**src/rtl/cpu_pkg.sv**
```systemverilog
// Shared definitions for the CPU memory controller.
//   mc_state_e  : controller FSM encoding (MC_IDLE / MC_READ / MC_WRITE)
//   SZ_*        : load/store size codes as seen on ls_size
//   size_bytes  : size code -> byte count (1/2/4)
//   is_io_addr  : I/O region decode, addr[aw:aw-1] == 2'b11
package cpu_pkg;

  typedef enum logic [1:0] {
    MC_IDLE  = 2'd0,
    MC_READ  = 2'd1,
    MC_WRITE = 2'd2
  } mc_state_e;

  localparam logic [1:0] SZ_B = 2'd0;
  localparam logic [1:0] SZ_H = 2'd1;
  localparam logic [1:0] SZ_W = 2'd2;

  // Undefined size code 3 is treated as a word access.
  function automatic logic [2:0] size_bytes(input logic [1:0] sz);
    case (sz)
      SZ_B:    return 3'd1;
      SZ_H:    return 3'd2;
      default: return 3'd4;
    endcase
  endfunction

  function automatic logic is_io_addr(input logic [31:0] addr, input int aw);
    logic [31:0] sh;
    sh = addr >> (aw - 1);
    return (sh[1:0] == 2'b11);
  endfunction

endpackage

```
**src/rtl/mem_ctrl.sv**
```systemverilog
// Byte-serial memory controller. Arbitrates word-level requests from the
// instruction fetch unit (if_*) and the load/store buffer (ls_*) onto the
// 8-bit system memory bus, serialising 1/2/4-byte accesses little-endian.
//
// Ports:
//   clk_in, rst_n_in      clock, async active-low reset
//   rdy_in                bus granted; low freezes the controller
//   io_buffer_full        hci output FIFO full (stalls I/O writes)
//   mem_din/mem_dout      read byte (one cycle after address) / write byte
//   mem_a, mem_wr         byte address, write strobe
//   if_req/if_addr/if_clear -> if_done/if_data       4-byte fetch port
//   ls_req/ls_wr/ls_size/ls_addr/ls_wdata -> ls_done/ls_rdata  load/store port
//   busy                  controller not idle
//
// state    | meaning
// ---------+--------------------------------------------------------------
// MC_IDLE  | bus idle; accepts ls_req first, then if_req (unless if_clear)
// MC_READ  | issuing addresses (iss) and collecting bytes (rcv); done at rcv==n
// MC_WRITE | one byte per cycle at base+iss; done once iss==n
module mem_ctrl
  import cpu_pkg::*;
#(
  parameter int RAM_ADDR_WIDTH = 17
) (
  input  logic        clk_in,
  input  logic        rst_n_in,
  input  logic        rdy_in,
  input  logic        io_buffer_full,
  input  logic [7:0]  mem_din,
  output logic [7:0]  mem_dout,
  output logic [31:0] mem_a,
  output logic        mem_wr,
  input  logic        if_req,
  input  logic [31:0] if_addr,
  input  logic        if_clear,
  output logic        if_done,
  output logic [31:0] if_data,
  input  logic        ls_req,
  input  logic        ls_wr,
  input  logic [1:0]  ls_size,
  input  logic [31:0] ls_addr,
  input  logic [31:0] ls_wdata,
  output logic        ls_done,
  output logic [31:0] ls_rdata,
  output logic        busy
);

  mc_state_e   state_q, state_d;
  logic [31:0] base_q, base_d;
  logic [31:0] wdata_q, wdata_d;
  logic [2:0]  n_q, n_d;
  logic        own_ls_q, own_ls_d;
  logic        io_q, io_d;
  logic [2:0]  iss_q, iss_d;
  logic [2:0]  rcv_q, rcv_d;
  logic        pend_q, pend_d;    // a read byte was issued last cycle
  logic [31:0] buf_q, buf_d;      // byte assembler, cleared at accept
  logic [31:0] if_data_q, if_data_d;
  logic [31:0] ls_rdata_q, ls_rdata_d;
  logic        rd_done;

  always_ff @(posedge clk_in or negedge rst_n_in) begin
    if (!rst_n_in) begin
      state_q    <= MC_IDLE;
      base_q     <= '0;
      wdata_q    <= '0;
      n_q        <= '0;
      own_ls_q   <= 1'b0;
      io_q       <= 1'b0;
      iss_q      <= '0;
      rcv_q      <= '0;
      pend_q     <= 1'b0;
      buf_q      <= '0;
      if_data_q  <= '0;
      ls_rdata_q <= '0;
    end else begin
      state_q    <= state_d;
      base_q     <= base_d;
      wdata_q    <= wdata_d;
      n_q        <= n_d;
      own_ls_q   <= own_ls_d;
      io_q       <= io_d;
      iss_q      <= iss_d;
      rcv_q      <= rcv_d;
      pend_q     <= pend_d;
      buf_q      <= buf_d;
      if_data_q  <= if_data_d;
      ls_rdata_q <= ls_rdata_d;
    end
  end

  always_comb begin
    state_d    = state_q;
    base_d     = base_q;
    wdata_d    = wdata_q;
    n_d        = n_q;
    own_ls_d   = own_ls_q;
    io_d       = io_q;
    iss_d      = iss_q;
    rcv_d      = rcv_q;
    pend_d     = pend_q;
    buf_d      = buf_q;
    if_data_d  = if_data_q;
    ls_rdata_d = ls_rdata_q;
    mem_a      = '0;
    mem_wr     = 1'b0;
    mem_dout   = '0;
    if_done    = 1'b0;
    ls_done    = 1'b0;
    rd_done    = 1'b0;

    unique case (state_q)
      MC_IDLE: begin
        if (rdy_in) begin
          if (ls_req) begin
            base_d   = ls_addr;
            wdata_d  = ls_wdata;
            n_d      = size_bytes(ls_size);
            own_ls_d = 1'b1;
            io_d     = is_io_addr(ls_addr, RAM_ADDR_WIDTH);
            iss_d    = '0;
            rcv_d    = '0;
            pend_d   = 1'b0;
            buf_d    = '0;
            state_d  = ls_wr ? MC_WRITE : MC_READ;
          end else if (if_req && !if_clear) begin
            base_d   = if_addr;
            n_d      = 3'd4;
            own_ls_d = 1'b0;
            io_d     = is_io_addr(if_addr, RAM_ADDR_WIDTH);
            iss_d    = '0;
            rcv_d    = '0;
            pend_d   = 1'b0;
            buf_d    = '0;
            state_d  = MC_READ;
          end
        end
      end

      MC_READ: begin
        if (!own_ls_q && if_clear) begin
          // Aborted fetch: any byte still in flight is simply never captured.
          pend_d  = 1'b0;
          state_d = MC_IDLE;
        end else if (!rdy_in) begin
          // Bus lost: drop the in-flight byte and replay from the first
          // byte not yet received.
          iss_d  = rcv_q;
          pend_d = 1'b0;
        end else begin
          pend_d = 1'b0;
          if (pend_q) begin
            case (rcv_q[1:0])
              2'd0:    buf_d[7:0]   = mem_din;
              2'd1:    buf_d[15:8]  = mem_din;
              2'd2:    buf_d[23:16] = mem_din;
              default: buf_d[31:24] = mem_din;
            endcase
            rcv_d = rcv_q + 3'd1;
          end
          if (iss_q < n_q) begin
            mem_a  = base_q + {29'b0, iss_q};
            iss_d  = iss_q + 3'd1;
            pend_d = 1'b1;
          end
          if (rcv_q == n_q) begin
            rd_done = 1'b1;
            state_d = MC_IDLE;
            if (own_ls_q) begin
              ls_done    = 1'b1;
              ls_rdata_d = buf_q;
            end else begin
              if_done   = 1'b1;
              if_data_d = buf_q;
            end
          end
        end
      end

      MC_WRITE: begin
        if (rdy_in) begin
          if (iss_q < n_q) begin
            if (!(io_q && io_buffer_full)) begin
              mem_wr   = 1'b1;
              mem_a    = base_q + {29'b0, iss_q};
              mem_dout = wdata_q[{iss_q[1:0], 3'b000} +: 8];
              iss_d    = iss_q + 3'd1;
            end
          end else begin
            ls_done = 1'b1;
            state_d = MC_IDLE;
          end
        end
      end

      default: state_d = MC_IDLE;
    endcase
  end

  // Read data is shown straight from the assembler in the done cycle and
  // from the per-owner hold register afterwards.
  assign if_data  = if_done ? buf_q : if_data_q;
  assign ls_rdata = (rd_done && own_ls_q) ? buf_q : ls_rdata_q;
  assign busy     = (state_q != MC_IDLE);

endmodule

```
**config.mk**
```make
export PLATFORM = sky130hd
export DESIGN_NAME = mem_ctrl
export DESIGN_NICKNAME = d
export VERILOG_FILES = /design/src/rtl/cpu_pkg.sv /design/src/rtl/mem_ctrl.sv
export SDC_FILE = /design/constraint.sdc
export NUM_CORES = 1
export LEC_CHECK = 0
export BUFFER_PORTS_ARGS = -buffer_cell sky130_fd_sc_hd__buf_2
export CORE_MARGIN = 2
export CORE_UTILIZATION = 50
export CTS_BUF_LIST = sky130_fd_sc_hd__clkbuf_8
export DETAILED_ROUTE_END_ITERATION = 12
export GPL_TIMING_DRIVEN = 1
export PLACE_DENSITY = 0.83
export SYNTH_ARGS = -nofsm -noshare
export SYNTH_HDL_FRONTEND = slang
export SYNTH_SLANG_ARGS = --single-unit
```
**constraint.sdc**
```tcl
create_clock -name clk_in -period 3.1 [get_ports clk_in]
set_clock_uncertainty 0.05 [all_clocks]
set_input_delay 0.62 -clock clk_in [delete_from_list [all_inputs] [get_ports clk_in]]
set_output_delay 0.62 -clock clk_in [all_outputs]
set_load 0.01 [all_outputs]
```
==> results of run 1 <==
## registers in the layout (all words and copies together), names as in the netlist
register    flops
base_q         32
buf_q          32
if_data_q      32
io_q            1
iss_q           3
ls_rdata_q     32
n_q             3
own_ls_q        1
pend_q          1
rcv_q           3
state_q         2
wdata_q        32
## path summary, 6_finish.rpt
check	startpoint	end	slack, ns	depth (start not counted)
max	base_q[0]$_DFFE_PN0P_	mem_a[22]	-0.34	9
min	rst_n_in	if_data_q[24]$_DFFE_PN0P_	0.06	1
max reg2reg	state_q[1]$_DFFE_PN0P_	buf_q[2]$_DFFE_PN0P_	0.37	7
min reg2reg	ls_rdata_q[28]$_DFFE_PN0P_	ls_rdata_q[28]$_DFFE_PN0P_	0.45	1
max in group asynchronous	rst_n_in	rcv_q[0]$_DFFE_PN0P_	2.22	2
min in group clk_in	ls_size[0]	n_q[0]$_DFFE_PN0P_	0.30	2
## metrics by stage
stage | instances | cell area (um^2) | util, %
2_1_floorplan | 781 | 9210 | -
3_3_place_gp | 1210 | 10700 | 59.1
3_5_place_dp | 1210 | 10700 | 59.1
4_1_cts | 1251 | 11300 | 62.5
5_1_grt | 1283 | 12500 | 69.2
6_report | 1283 | 12500 | 69.2
## cells in the final DEF, fill, tap and decap left out, types with 8 or more instances in the layout
cell type,instances
buf_2,157
nor2_1,38
mux2i_1,35
clkbuf_16,8
nand3_1,8
buf_6,73
nand2_1,59
mux2_1,70
xnor2_1,20
xor2_1,13
inv_1,23
mux2_2,63
ha_1,10
nand4_1,9
dfrtp_1,172
mux2_4,60
and2_1,9
o21ai_0,41
buf_4,37
mux4_2,8
nor2b_1,11
clkbuf_8,19
## power by group
group / switching (mW) / total (mW) / internal, mW / leakage (nW)
clock: 0.855 / 1.54 / 0.681 / 0.200
sequential: 0.848 / 4.06 / 3.21 / 2.25
combinational: 2.07 / 4.72 / 2.66 / 3.91
total: 3.77 / 10.3 / 6.55 / 6.35
## repair_timing
item	CTS	global route
gates cloned	1	11
endpoints found under the hold margin	0	0
buffers inserted	8	21
pin swaps	14	16
gates resized for setup	32	171
setup endpoints to repair	47	103
## critical path: cells and delay by family, from the launching register on
family                     cells  cell delay (ns)
adders and majority gates      2             0.55
xor gates and xnor gates       1             0.16
buffers and inverters          2             0.17
DFF                            1             0.39
AOI/OAI and AO/OA              1             0.28
and+or+nand+nor                3             0.76
## logic make-up after synthesis
group	Yosys count	share of synthesized area [%]
compound gates	73	4.73
xor+xnor	34	3.24
fa+ha+maj	15	2.12
buf+inv	72	3.30
flops	174	47.3
mux	236	29.4
simple gates	177	9.92
## layer usage
layer | share of wire [%] | routed length [um] | track usage [%] | vias up
li1 | - | - | - | 3265
met4 | 1.5 | 375 | 5.21 | 0
met5 | 0 | 0 | 0 | -
met2 | 50 | 12300 | 37.0 | 289
met1 | 41 | 10200 | 29.1 | 3478
met3 | 7.1 | 1760 | 6.85 | 31
## final cells by class
cell class / instances / area [um^2]
Tap cell: 229 / 287
Clock inverter: 13 / 113
Sequential cell: 174 / 4360
Timing Repair Buffer: 286 / 2330
Fill cell: 1203 / 5550
Clock buffer: 19 / 262
Antenna cell: 1 / 2.50
Multi-Input combinational cell: 535 / 5030
Inverter: 26 / 97.6
==> summary.txt, run 1 <==
Seq cells post-synth = 174
RSZ-0062 raised after global routing = true
Number of global-route vias before repair = 6949
Fmax = 291 MHz
DR DRC count = 0
Syn Nets = 910
Crit path launch type = flip-flop
Fin Setup TNS = -3.61 ns
Die Wd = 140 um
Initial core utilization = 51.1%
Core region area = 18000 um^2
Final min period = 3.44 ns
Req. time, crit path = 2.43 ns
Outcome = finished with violations
Sequential element share of the synthesized area = 47.3%
Htree depth = 4
Initial DRC Count = 428
Area growth, synth to finish = 35.5%
Layout cells sized above 1 = 47.5%
Cells along the critical path = ha_2 -> inv_2 -> fa_2 -> nand2b_4 -> a211o_1 -> or4_4 -> xor2_1 -> nor2_2 -> buf_2
Total number of vias = 7063
Crit share post-route = 111%
# Max-Cap Violations = 0
Endpoints failing setup = 53
Drt pass-1 iters = 5
Failing checks = negative setup slack
Fin. max-slew vios = 0
WP data arrival = 2.77 ns
Max IR drop VDD = 0.477 mV
Post-synth ARST share = 100%
Sink Count = 174
Top Ports = 222
Clock-pin slew on the worst setup and hold paths = 0.09 ns
Routed vias/inst = 5.51
Worst-skew pair later-pin latency = 0.46 ns
Final Total Pwr = 10.3 mW
Hold Fails Final Rpt = 0
Final WL = 24700 um
Chip height = 140 um
I/O Buffers = 221
First-pass GRT wire length = 35200 um
Worst Tran Pin Value = 0.608 ns
Post-Synthesis Cell Area = 9200 um^2
Place WS = 0.0533 ns
Synth Instances = 781
Count leader, synth = dfrtp_1
Synth top cells by count = 174 x dfrtp_1, 134 x mux2_1, 61 x nand2_1
Antenna-violating nets left = 0
Mean Syn Cell Area = 11.8 um^2
CTS Buf Count = 17
Final setup margin = -0.342 ns
Initial antenna violation count = 1
Slowest cell delay on critical path = 0.52 ns
Lkg Pwr = 6.35 nW
Nets = 1169
Worst hold slack = 0.0627 ns
RD Place Congestion = 0.826
Root Buffer = clkbuf_8
Peak fanout along the critical path = 2
Worst min path class = primary input to asynchronous set/reset pin
Die Area = 19500 um^2
Crit. End Element = output pin
Worst slew margin = 59.5%
Ranking of synthesized cells by area = dfrtp_1 47%, mux2_1 16%, mux2_2 7.2%
Yosys warns = 0
Largest area contributor in the netlist = dfrtp_1
Post-synth top area share = 47.3%
Clock buffer depth = 2
Prevailing post-synth register cell = dfrtp_1
Cts hold-fix bufs = 0
Post-synth cell types = 54
CP max stage cell = or4_4
Cell row count = 49
Gr usage total = 22.4%
Grt ovf = 0
Crit path kind = flip-flop to output pin
Post-synth EDFFs = 0
P per Cell Area = 827 nW/um^2
Routed len/inst = 19.3 um
Hpwl dp = 14800 um
Clock tree from TritonCTS = done
Pin count of the biggest net entering global routing = 65
Power figures use the tool's default switching activity.
==> run 2: changes to the inputs <==
BUFFER_PORTS_ARGS = -buffer_cell sky130_fd_sc_hd__buf_4   (was -buffer_cell sky130_fd_sc_hd__buf_2)
==> summary.txt, run 2 (synthesis results as in run 1) <==
Outcome = finished with violations
Failing checks = negative setup slack
Peak fanout along the critical path = 2
Gr usage total = 22.9%
Max IR drop VDD = 0.496 mV
Dpl cell area = 11200 um^2
CP max stage cell = or4_4
Routed len/inst = 19.3 um
Combinational power share = 46.0%
GRT Max-Usage Layer = met2
Root Buffer = clkbuf_8
Fill cells = 1226
Grt ovf = 0
Commonest non-fill, non-tap cell in the layout = buf_4
Initial core utilization = 51.1%
Fin util = 70.6%
# Max-Cap Violations = 0
Met3 Resource Use GR = 7.33%
Total number of vias = 7043
Req. time, crit path = 2.43 ns
GRT met2 Usage = 37.9%
Cts hold-fix bufs = 0
DR DRC count = 0
Final setup margin = -0.334 ns
Drt pass-1 iters = 5
Dpl cells = 1207
Slowest cell delay on critical path = 0.54 ns
Fmax = 291 MHz
Worst min path class = primary input to asynchronous set/reset pin
RD Place Congestion = 0.776
Area of the multi-input gates = 4970 um^2
Pin count of the biggest net entering global routing = 72
Crit path kind = flip-flop to output pin
Htree depth = 4
Most frequent cells in the layout = 197 x buf_4, 168 x dfrtp_1, 75 x mux2_1, 64 x buf_6
Worst hold slack = 0.0840 ns
Worst-skew pair later-pin latency = 0.46 ns
Crit share post-route = 111%
Clock tree from TritonCTS = done
Chip height = 140 um
Worst slew margin = 58.4%
Register area = 4360 um^2
WP data arrival = 2.76 ns
Hpwl dp = 15300 um
Crit. End Element = output pin
Sink Count = 174
Core region area = 18000 um^2
RSZ-0062 raised after global routing = true
Crit path launch type = flip-flop
Die Area = 19500 um^2
Antenna fix cells = 0
Endpoints failing setup = 53
Routed vias/inst = 5.53
Top Ports = 222
CTS Buf Count = 17
Initial antenna violation count = 0
Die Wd = 140 um
Design area = 12700 um^2
Fin. max-slew vios = 0
NetSw = 3.81 mW
Initial DRC Count = 436
Final min period = 3.43 ns
Hold Fails Final Rpt = 0
First-pass GRT wire length = 35700 um
Sw Ratio = 36.2%
Final WL = 24600 um
Pint = 6.71 mW
Nets = 1161
Area growth, synth to finish = 38.3%
Cell row count = 49
P per Cell Area = 826 nW/um^2
Met1 Use GR = 28.4%
Sequential power share = 38.2%
Final Non-Filler Cells = 1274
Clock buffer depth = 2
Layout cells sized above 1 = 46.4%
Number of global-route vias before repair = 7012
Cells along the critical path = ha_2 -> inv_2 -> fa_2 -> nand2b_4 -> a211o_1 -> or4_4 -> xor2_2 -> nor2_2 -> buf_4
Clock power frac = 15.8%
Lkg Pwr = 6.38 nW
Antenna-violating nets left = 0
Worst Tran Pin Value = 0.625 ns
Clock-pin slew on the worst setup and hold paths = 0.10 ns
I/O Buffers = 221
## run 2: per-stage QoR
stage	power, mW	setup slack (ns)	TNS (ns)
3_5_place_dp	7.82	0.0537	0
2_1_floorplan	6.27	0.0260	0
6_report	10.5	-0.334	-3.63
5_1_grt	11.2	-0.466	-10.57
3_3_place_gp	7.64	0.0899	0
4_1_cts	9.58	-0.321	-2.28
## run 2: layer usage
layer / part of all wire [%] / wire length, um
met2: 52 / 12700
met4: 1.7 / 410
met3: 6.6 / 1620
met1: 40 / 9860
met5: 0 / 0
## run 2: cell type report
| cell class | count | area share (%) |
|---|---|---|
| timing repair buffer | 278 | 20.4 |
| multi-input combinational | 535 | 39.1 |
| tap | 229 | 2.25 |
| inverter | 26 | 0.767 |
| clock buffer | 17 | 1.84 |
| clock inverter | 15 | 1.40 |
| sequential | 174 | 34.3 |
## run 2: timing repair
| action | 4_1_cts | 5_1_grt |
|---|---|---|
| pin swaps | 12 | 22 |
| gates resized for setup | 28 | 155 |
| setup endpoints to repair | 77 | 104 |
| gates cloned | 1 | 11 |
| buffers inserted | 5 | 19 |
## run 2: path summary, 6_finish.rpt
kind                                       startpoint                          to  slack (ns)  cells past startpoint
min in group clk_in                        ls_size[0]          n_q[0]$_DFFE_PN0P_        0.30                      2
min                                          rst_n_in       buf_q[23]$_DFFE_PN0P_        0.08                      1
min reg2reg                ls_rdata_q[24]$_DFFE_PN0P_  ls_rdata_q[24]$_DFFE_PN0P_        0.45                      1
max in group asynchronous                    rst_n_in       buf_q[21]$_DFFE_PN0P_        2.09                      2
max                              iss_q[0]$_DFFE_PN0P_                   mem_a[22]       -0.33                      9
max reg2reg                    state_q[0]$_DFFE_PN0P_       buf_q[20]$_DFFE_PN0P_        0.61                      7
## run 2: power by group through the flow
stage	registers [mW]	logic (mW)	clock network [mW]
global route	4.15	5.22	1.79
finish	4.02	4.84	1.66
CTS	3.96	3.92	1.70
global placement	3.94	3.70	0
detailed placement	4.01	3.81	0
floorplan	3.76	2.51	0
## run 2: worst max-delay path, delay by kind of cell, from the launching register on
| kind | cells | cell delay (ns) |
|---|---|---|
| adder cells (fa/ha/maj) | 2 | 0.54 |
| XOR/XNOR | 1 | 0.16 |
| AND/OR/NAND/NOR | 3 | 0.78 |
| buffers and inverters | 2 | 0.16 |
| flip-flops | 1 | 0.36 |
| AO/OA/AOI/OAI | 1 | 0.30 |
==> run 3: changes to the inputs <==
CELL_PAD_IN_SITES_DETAIL_PLACEMENT = 2   (was unset)
CELL_PAD_IN_SITES_GLOBAL_PLACEMENT = 2   (was unset)
CORE_MARGIN = unset   (was 2)
CORE_UTILIZATION = 32   (was 50)
==> summary.txt, run 3 (synthesis results as in run 1) <==
Outcome = finished with violations
Failing checks = negative setup slack
DR DRC count = 0
Cells along the critical path = inv_1 -> fa_2 -> nand2b_4 -> a211o_1 -> or4_4 -> xor2_2 -> nor2_2 -> buf_6
Register area = 4360 um^2
Routed vias/inst = 5.09
Antenna-violating nets left = 0
Worst min path class = primary input to asynchronous set/reset pin
Clock tree from TritonCTS = done
P per Cell Area = 844 nW/um^2
Initial core utilization = 32.9%
Initial antenna violation count = 0
Worst slew margin = 53.9%
Req. time, crit path = 2.43 ns
Final min period = 3.64 ns
Fin Setup TNS = -6.96 ns
First-pass GRT wire length = 48500 um
Crit path launch type = flip-flop
Core region area = 28000 um^2
CP top delay family = simple AND/OR/NAND/NOR gates
Lkg Pwr = 6.57 nW
Chip height = 172 um
Pin count of the biggest net entering global routing = 72
Final Total Pwr = 11.2 mW
Dpl cell area = 11400 um^2
Buffers plus inverters on the worst setup path = 2
Total number of vias = 7289
Dpl cells = 1357
Crit path kind = flip-flop to output pin
Area of the multi-input gates = 5150 um^2
Slowest cell delay on critical path = 0.54 ns
RSZ-0062 raised after global routing = true
Gr usage total = 21.9%
Worst hold slack = 0.0489 ns
Most frequent cells in the layout = 189 x buf_4, 166 x dfrtp_1, 78 x buf_6, 70 x mux2_1, 63 x mux2_4
Fill cells = 2783
Routed len/inst = 24.2 um
Clock-pin slew on the worst setup and hold paths = 0.13 ns
Hold Fails Final Rpt = 0
Area growth, synth to finish = 44.3%
Commonest non-fill, non-tap cell in the layout = buf_4
Initial DRC Count = 315
Hpwl dp = 19800 um
Htree depth = 4
Endpoints failing setup = 61
Final Non-Filler Cells = 1432
Worst Tran Pin Value = 0.692 ns
Root Buffer = clkbuf_8
Final WL = 34700 um
I/O Buffers = 221
Max IR drop VDD = 0.300 mV
Clock buffer depth = 2
Die Area = 29400 um^2
RR Endpoint = buf_q[4]$_DFFE_PN0P_
Crit share post-route = 117%
Crit. End Element = output pin
Die Wd = 172 um
RD Place Congestion = 0.760
Peak fanout along the critical path = 3
R2r setup slk = 0.41 ns
Sink Count = 174
CP max stage cell = or4_4
Fmax = 275 MHz
Design area = 13300 um^2
R2R cell count = 7
Cell row count = 61
Drt pass-1 iters = 4
Worst R2R Start = state_q[0]$_DFFE_PN0P_
CTS Buf Count = 17
WP data arrival = 2.97 ns
Antenna fix cells = 0
Top Ports = 222
Number of global-route vias before repair = 8274
Final setup margin = -0.539 ns
Grt ovf = 0
Nets = 1170
Fin. max-slew vios = 0
Worst-skew pair later-pin latency = 0.51 ns
# Max-Cap Violations = 0
Layout cells sized above 1 = 49.2%
-- run 3: cell count changes in the layout (fill, tap and decap cells not counted), moves of 3 or more --
cell,change
mux2_1,-5
nor4_1,-3
clkinv_8,+3
buf_12,+6
mux2_4,+5
nor2b_4,+6
buf_6,+14
buf_4,-8
clkbuf_16,-4
nor2b_1,-6
nand3_2,+3
-- run 3: how the worst max path moves through the flow --
stage                               start   endpoint  slack, ns  depth (start not counted)
CTS                 base_q[0]$_DFFE_PN0P_  mem_a[22]      -0.36                          9
finish              base_q[1]$_DFFE_PN0P_  mem_a[22]      -0.54                          8
global route        base_q[1]$_DFFE_PN0P_  mem_a[22]      -0.61                          8
global placement    base_q[0]$_DFFE_PN0P_  mem_a[22]       0.05                          9
floorplan            iss_q[1]$_DFFE_PN0P_  mem_a[22]       0.03                          8
detailed placement  base_q[0]$_DFFE_PN0P_  mem_a[22]       0.02                          9
-- run 3: per-stage QoR --
step / setup WS, ns / util (%)
after floorplan: 0.0260 / -
after global placement: 0.0494 / 40.7
after detailed placement: 0.0171 / 40.7
after CTS: -0.363 / 44.8
after global routing: -0.606 / 47.4
final: -0.539 / 47.4
-- run 3: area by class of cell --
| class | count | area share (%) |
|---|---|---|
| clock inverter | 15 | 1.39 |
| sequential | 174 | 32.9 |
| multi-input combinational | 535 | 38.8 |
| inverter | 26 | 0.735 |
| clock buffer | 17 | 1.76 |
| tap | 378 | 3.56 |
| timing repair buffer | 287 | 20.9 |
-- run 3: per-layer routing --
layer	GRT usage, %	share of wire (%)	vias up
li1	-	-	3266
met1	25.3	40	3768
met2	39.9	53	219
met3	5.61	5.0	36
met4	5.71	2.1	0
met5	0	0	-
-- run 3: where the power goes --
group / internal (mW) / total (mW) / switching (mW)
clock: 0.629 / 1.71 / 1.08
combinational: 2.88 / 5.34 / 2.46
sequential: 3.22 / 4.15 / 0.931
-- run 3: repair_timing --
action                     CTS  global route
buffers inserted            16            20
pin swaps                   16            30
gates cloned                 6             4
resized for setup          110           130
hold buffers                 0             0
setup endpoints to repair   94           104
